`src/rtl/mem_port_arbiter.sv`:
```
// ---------------------------------------------------------------------------
// mem_port_arbiter
//
// Shares one unified memory port between the instruction-fetch requester
// (PC side) and the data load/store requester (datapath side). Accesses are
// serialised with a round-robin grant. Address, write data and strobes are
// held stable for MEM_LAT cycles, and read data is returned in a register
// together with a one-cycle done pulse. While a fetch is outstanding, a stall
// is driven to the PC enable logic.
//
// Ports:
//   i_clk        system clock, rising edge
//   i_rst_n      asynchronous active-low reset
//   i_if_req     fetch request, held high until o_if_done
//   i_if_addr    fetch address, stable while i_if_req is high
//   o_if_done    one-cycle pulse: fetch complete, o_if_rdata valid
//   o_if_rdata   registered instruction word
//   i_d_req      data request, held high until o_d_done
//   i_d_we       1 = store, 0 = load
//   i_d_addr     data address
//   i_d_wdata    store data
//   o_d_done     one-cycle pulse: data access complete
//   o_d_rdata    registered load data
//   o_mem_addr   address to memory (zero outside an access)
//   o_mem_wdata  write data to memory (zero outside an access)
//   o_mem_read   memory read strobe
//   o_mem_write  memory write strobe
//   i_mem_rdata  read data from memory
//   o_pc_stall   high while a fetch is requested and not yet done
//
// MEM_LAT must lie in 1..15 (the hold counter is 4 bits wide).
// ---------------------------------------------------------------------------
`timescale 1ns/1ps
module mem_port_arbiter #(
  parameter int ADDR_W  = 32,
  parameter int DATA_W  = 32,
  parameter int MEM_LAT = 2
) (
  input  logic              i_clk,
  input  logic              i_rst_n,
  input  logic              i_if_req,
  input  logic [ADDR_W-1:0] i_if_addr,
  output logic              o_if_done,
  output logic [DATA_W-1:0] o_if_rdata,
  input  logic              i_d_req,
  input  logic              i_d_we,
  input  logic [ADDR_W-1:0] i_d_addr,
  input  logic [DATA_W-1:0] i_d_wdata,
  output logic              o_d_done,
  output logic [DATA_W-1:0] o_d_rdata,
  output logic [ADDR_W-1:0] o_mem_addr,
  output logic [DATA_W-1:0] o_mem_wdata,
  output logic              o_mem_read,
  output logic              o_mem_write,
  input  logic [DATA_W-1:0] i_mem_rdata,
  output logic              o_pc_stall
);

  typedef enum logic [1:0] {
    ST_IDLE   = 2'd0,
    ST_ACCESS = 2'd1,
    ST_RESP   = 2'd2
  } state_t;

  typedef enum logic {
    OWN_DATA  = 1'b0,
    OWN_FETCH = 1'b1
  } owner_t;

  localparam logic [3:0] LAT_LOAD = 4'(MEM_LAT - 1);

  state_t              r_state;
  state_t              w_nextState;
  owner_t              r_owner;
  logic                r_fetchFirst;
  logic [3:0]          r_latCnt;
  logic [ADDR_W-1:0]   r_addr;
  logic [DATA_W-1:0]   r_wdata;
  logic                r_we;
  logic [DATA_W-1:0]   r_ifRdata;
  logic [DATA_W-1:0]   r_dRdata;

  logic                w_anyReq;
  logic                w_grantFetch;
  logic                w_inAccess;
  logic                w_inResp;

  // Fetch wins when it is alone, or when both ask and it is fetch's turn.
  assign w_anyReq     = i_if_req | i_d_req;
  assign w_grantFetch = i_if_req & (~i_d_req | r_fetchFirst);
  assign w_inAccess   = (r_state == ST_ACCESS);
  assign w_inResp     = (r_state == ST_RESP);

  // State register; reset abandons any access in flight.
  always_ff @(posedge i_clk or negedge i_rst_n) begin
    if (!i_rst_n) begin
      r_state <= ST_IDLE;
    end else begin
      r_state <= w_nextState;
    end
  end

  // RESP always falls back to IDLE, so every access costs MEM_LAT+2 cycles.
  always_comb begin
    w_nextState = r_state;
    case (r_state)
      ST_IDLE:   if (w_anyReq) w_nextState = ST_ACCESS;
      ST_ACCESS: if (r_latCnt == 4'd0) w_nextState = ST_RESP;
      ST_RESP:   w_nextState = ST_IDLE;
      default:   w_nextState = ST_IDLE;
    endcase
  end

  // Grant capture, hold counter and read-data capture. Fetches register zero
  // write data and a cleared write enable so they can never strobe a write.
  always_ff @(posedge i_clk or negedge i_rst_n) begin
    if (!i_rst_n) begin
      r_owner      <= OWN_DATA;
      r_fetchFirst <= 1'b0;
      r_latCnt     <= 4'd0;
      r_addr       <= '0;
      r_wdata      <= '0;
      r_we         <= 1'b0;
      r_ifRdata    <= '0;
      r_dRdata     <= '0;
    end else begin
      if (r_state == ST_IDLE) begin
        if (w_anyReq) begin
          r_owner      <= w_grantFetch ? OWN_FETCH : OWN_DATA;
          r_fetchFirst <= ~w_grantFetch;
          r_latCnt     <= LAT_LOAD;
          r_addr       <= w_grantFetch ? i_if_addr : i_d_addr;
          r_wdata      <= w_grantFetch ? '0 : i_d_wdata;
          r_we         <= ~w_grantFetch & i_d_we;
        end
      end else if (r_state == ST_ACCESS) begin
        if (r_latCnt != 4'd0) begin
          r_latCnt <= r_latCnt - 4'd1;
        end else if (r_owner == OWN_FETCH) begin
          r_ifRdata <= i_mem_rdata;
        end else if (!r_we) begin
          r_dRdata <= i_mem_rdata;
        end
      end
    end
  end

  // Memory-side outputs come straight from registers gated by ACCESS, so
  // they drop the moment reset clears the state register.
  assign o_mem_addr  = w_inAccess ? r_addr : '0;
  assign o_mem_wdata = w_inAccess ? r_wdata : '0;
  assign o_mem_read  = w_inAccess & ((r_owner == OWN_FETCH) | ~r_we);
  assign o_mem_write = w_inAccess & (r_owner == OWN_DATA) & r_we;

  assign o_if_done   = w_inResp & (r_owner == OWN_FETCH);
  assign o_d_done    = w_inResp & (r_owner == OWN_DATA);
  assign o_if_rdata  = r_ifRdata;
  assign o_d_rdata   = r_dRdata;

  // Combinational so the PC is released in the very cycle the fetch is done.
  assign o_pc_stall  = i_if_req & ~o_if_done;

endmodule

```
`config.mk`:
```
export PLATFORM = sky130hd
export DESIGN_NAME = mem_port_arbiter
export DESIGN_NICKNAME = d
export VERILOG_FILES = /design/src/rtl/mem_port_arbiter.sv
export SDC_FILE = /design/constraint.sdc
export NUM_CORES = 1
export LEC_CHECK = 0
export BUFFER_PORTS_ARGS = -buffer_cell sky130_fd_sc_hd__clkbuf_2
export CORE_MARGIN = 1
export CORE_UTILIZATION = 37
export DETAILED_ROUTE_END_ITERATION = 10
export HOLD_SLACK_MARGIN = 0.05
export PLACE_DENSITY = 0.63
export SETUP_SLACK_MARGIN = 0.2
export SLEW_MARGIN = 20
export SYNTH_ARGS = -nofsm -noshare
export SYNTH_HDL_FRONTEND = slang
export SYNTH_SLANG_ARGS = --single-unit
export TNS_END_PERCENT = 50
```
`constraint.sdc`:
```
create_clock -name i_clk -period 2.5 [get_ports i_clk]
set_clock_uncertainty 0.1 [all_clocks]
set_input_delay 0.375 -clock i_clk [delete_from_list [all_inputs] [get_ports i_clk]]
set_output_delay 0.375 -clock i_clk [all_outputs]
set_load 0.03 [all_outputs]
```
==> impl_metrics.csv <==
group,metric,value,unit
floorplan,initial_core_util,0.383,
synth,synth_nets,571,
global_route,grt_start_max_net_pins,51,
floorplan,io_pins,266,
synth,yosysUniqueCellTypes,34,
detailed_routing,wirelength,15100,microns
synth,synth_area,0.00589,sq mm
final_layout,layout.nets,837,
timing,setup-tns-final,0,ns
detailed_routing,routed_via_density,4.98,
critical_path,endpoint_kind,"output port",
clocking,htreeDepth,4,
timing,rsz0062_at_grt,"yes",
flow_run,cap_violations,0,
final_layout,drive_above_1_share,0.493,
placement,hpwlAfterDp,10600,microns
timing,hold_violations,0,
min_path,hold_path.class,"primary input to flop",
floorplan,rows,45,
detailed_routing,dr_total_vias,4602,
final_layout,area_growth,37.4,%
placement,gp_congestion,0.743,
clocking,cts_buffers,17,
synth,netlist_instances,436,
timing,worst_pin_slew,0.522,ns
critical_path,path_class,"flop to output port",
clocking,clock_sinks,137,
synth,async_reset_ff_frac,1.00,
pwr,p_per_area,1560,mW/mm^2
synth,synth-seq-cells,137,
clocking,cts_tree,"yes",
floorplan,fp.dieW,128,microns
final_layout,antenna_cells,0,
final_layout,final_util,0.526,
clocking,clock_latency,0.40,ns
timing,whs,0.0792,ns
critical_path,cp_max_fo,40,
synth,syn_avg_cell_area,13.5,sq um
detailed_routing,avgRoutedWirePerCell,16.3,microns
run_status,status,"completed",
critical_path,arrival,1.74,ns
clocking,clk_path_buf_depth,2,
synth,ys.flop_type,"dfrtp_1",
final_layout,final_common_cell,"clkbuf_2",
placement,io_buffers,265,
global_route,grt_pass1_wl,23900,microns
detailed_routing,ant_nets,0,
critical_path,critPathLaunchType,"flop",
global_route,grt_pass1_vias,4738,
timing,maxSlewViolCount,0,
synth,synth_warnings,0,
timing,fin_crit_sh,0.887,
critical_path,cp.required,2.03,ns
clocking,ctsRootBufferMaster,"clkbuf_16",
clocking,cts.clk_slew.worst_paths,0.06,ns
final_layout,final_cells,925,
detailed_routing,drt-initial-drc-count,182,
global_route,grt_usage,0.188,
pwr,leakagePower,4.11,nW
placement,dp_cells,890,
synth,seq_area_frac_synth,0.582,
final_layout,final_cell_mix,"clkbuf_2 (264), dfrtp_1 (137), and2_1 (65)",
synth,synth-edff-count,0,
floorplan,die_y,128,microns
detailed_routing,drc,0,
floorplan,core,0.0154,sq mm
pwr,peakVddDrop,0.771,mV
timing,period_minus_slack,2.22,ns
timing,max_freq,0.451,GHz
global_route,grt.overflow.total,0,
timing,setup_viol_count_final,0,
timing,relSlewSlack,0.652,
global_route,antenna_found_initial,0,
final_layout,finalInstanceArea,0.00809,sq mm
placement,dpl_cell_area,0.00743,sq mm
detailed_routing,dr.pass1.iters,4,
floorplan,dieArea,0.0164,sq mm
[area by class of cell]
type                            count  area [sq um]
Sequential cell                   137          3430
Inverter                            4          15.0
Fill cell                        1335          7280
Clock inverter                      8           109
Multi-Input combinational cell    260          2250
Timing Repair Buffer              282          1530
Clock buffer                       23           498
Tap cell                          211           264
[worst max-delay path, stage by stage, from the launching register on]
cell and delay [ns]:
dfrtp_1 0.43, nor2b_4 0.28, buf_12 0.21, and3_1 0.17
clkbuf_2 0.22
[through the flow]
stage	setup slack [ns]	power, mW
floorplan	0.438	8.28
global placement	0.399	9.91
detailed placement	0.298	10.1
CTS	0.200	12.7
global route	0.183	13.4
finish	0.283	12.6
[registers in the layout (all words and copies together), names as in the netlist]
name          flops
r_we              1
r_fetchFirst      1
r_owner           1
r_latCnt          4
o_d_rdata        32
r_state           2
r_wdata          32
o_if_rdata       32
r_addr           32
[logic make-up (layout without fill, tap and decap cells)]
family,after synthesis,count (layout),share of synthesized area
AOI/OAI and AO/OA,109,109,0.159
adders and majority gates,2,2,0.00425
buffers and inverters,39,317,0.0389
and+or+nand+nor,84,84,0.0920
muxes,65,65,0.124
DFF,137,137,0.582
[repair_timing]
| item | in CTS | in global routing |
|---|---|---|
| setup buffers | 0 | 3 |
| hold buffers | 1 | 0 |
| resized for setup | 1 | 4 |
| pin swaps | 0 | 0 |
| setup endpoints to repair | 40 | 73 |
| hold endpoints to repair | 47 | 0 |
[power breakdown]
part	switching (mW)	internal [mW]	total, mW	leakage [nW]
Sequential	0.573	3.31	3.88	1.69
Combinational	3.87	2.33	6.20	2.13
Clock	0.922	1.60	2.53	0.289
Total	5.37	7.24	12.6	4.11
[worst paths after layout]
kind / to / depth (start not counted) / slack (ns) / start
min in group asynchronous: o_if_rdata[26]$_DFFE_PN0P_ / 2 / 0.39 / i_rst_n
max in group asynchronous: r_latCnt[0]$_DFFE_PN0P_ / 3 / 1.25 / i_rst_n
worst min register to register: o_if_rdata[27]$_DFFE_PN0P_ / 1 / 0.38 / o_if_rdata[27]$_DFFE_PN0P_
worst max register to register: o_if_rdata[0]$_DFFE_PN0P_ / 6 / 0.43 / r_latCnt[0]$_DFFE_PN0P_
worst min-delay path: r_wdata[6]$_DFFE_PN0P_ / 2 / 0.08 / i_d_wdata[6]
worst max-delay path: o_mem_write / 4 / 0.28 / r_state[0]$_DFFE_PN0P_
[cells in the mapped netlist (2+ instances only)]
library cell	instances	area, sq um
o21a_1	32	240
ha_1	2	25.0
dfrtp_1	137	3430
inv_1	4	15.0
and2_1	65	407
a22o_1	33	289
mux2_2	35	394
o221ai_1	2	17.5
mux2_1	30	338
nor2_1	3	11.3
a21o_1	2	15.0
buf_6	8	90.1
buf_2	14	70.1
and3_1	4	25.0
nor3b_1	2	15.0
a21oi_1	2	10.0
nand2b_1	3	18.8
a221o_1	32	320
clkbuf_1	11	41.3
[per-layer routing]
metal,wire [microns],track usage,vias to the layer above
met4,173,0.0567,0
met5,0,0,-
met1,6770,0.238,2286
li1,-,-,2124
met2,7200,0.312,177
met3,920,0.0526,15
(Power assumes the default switching activity.)
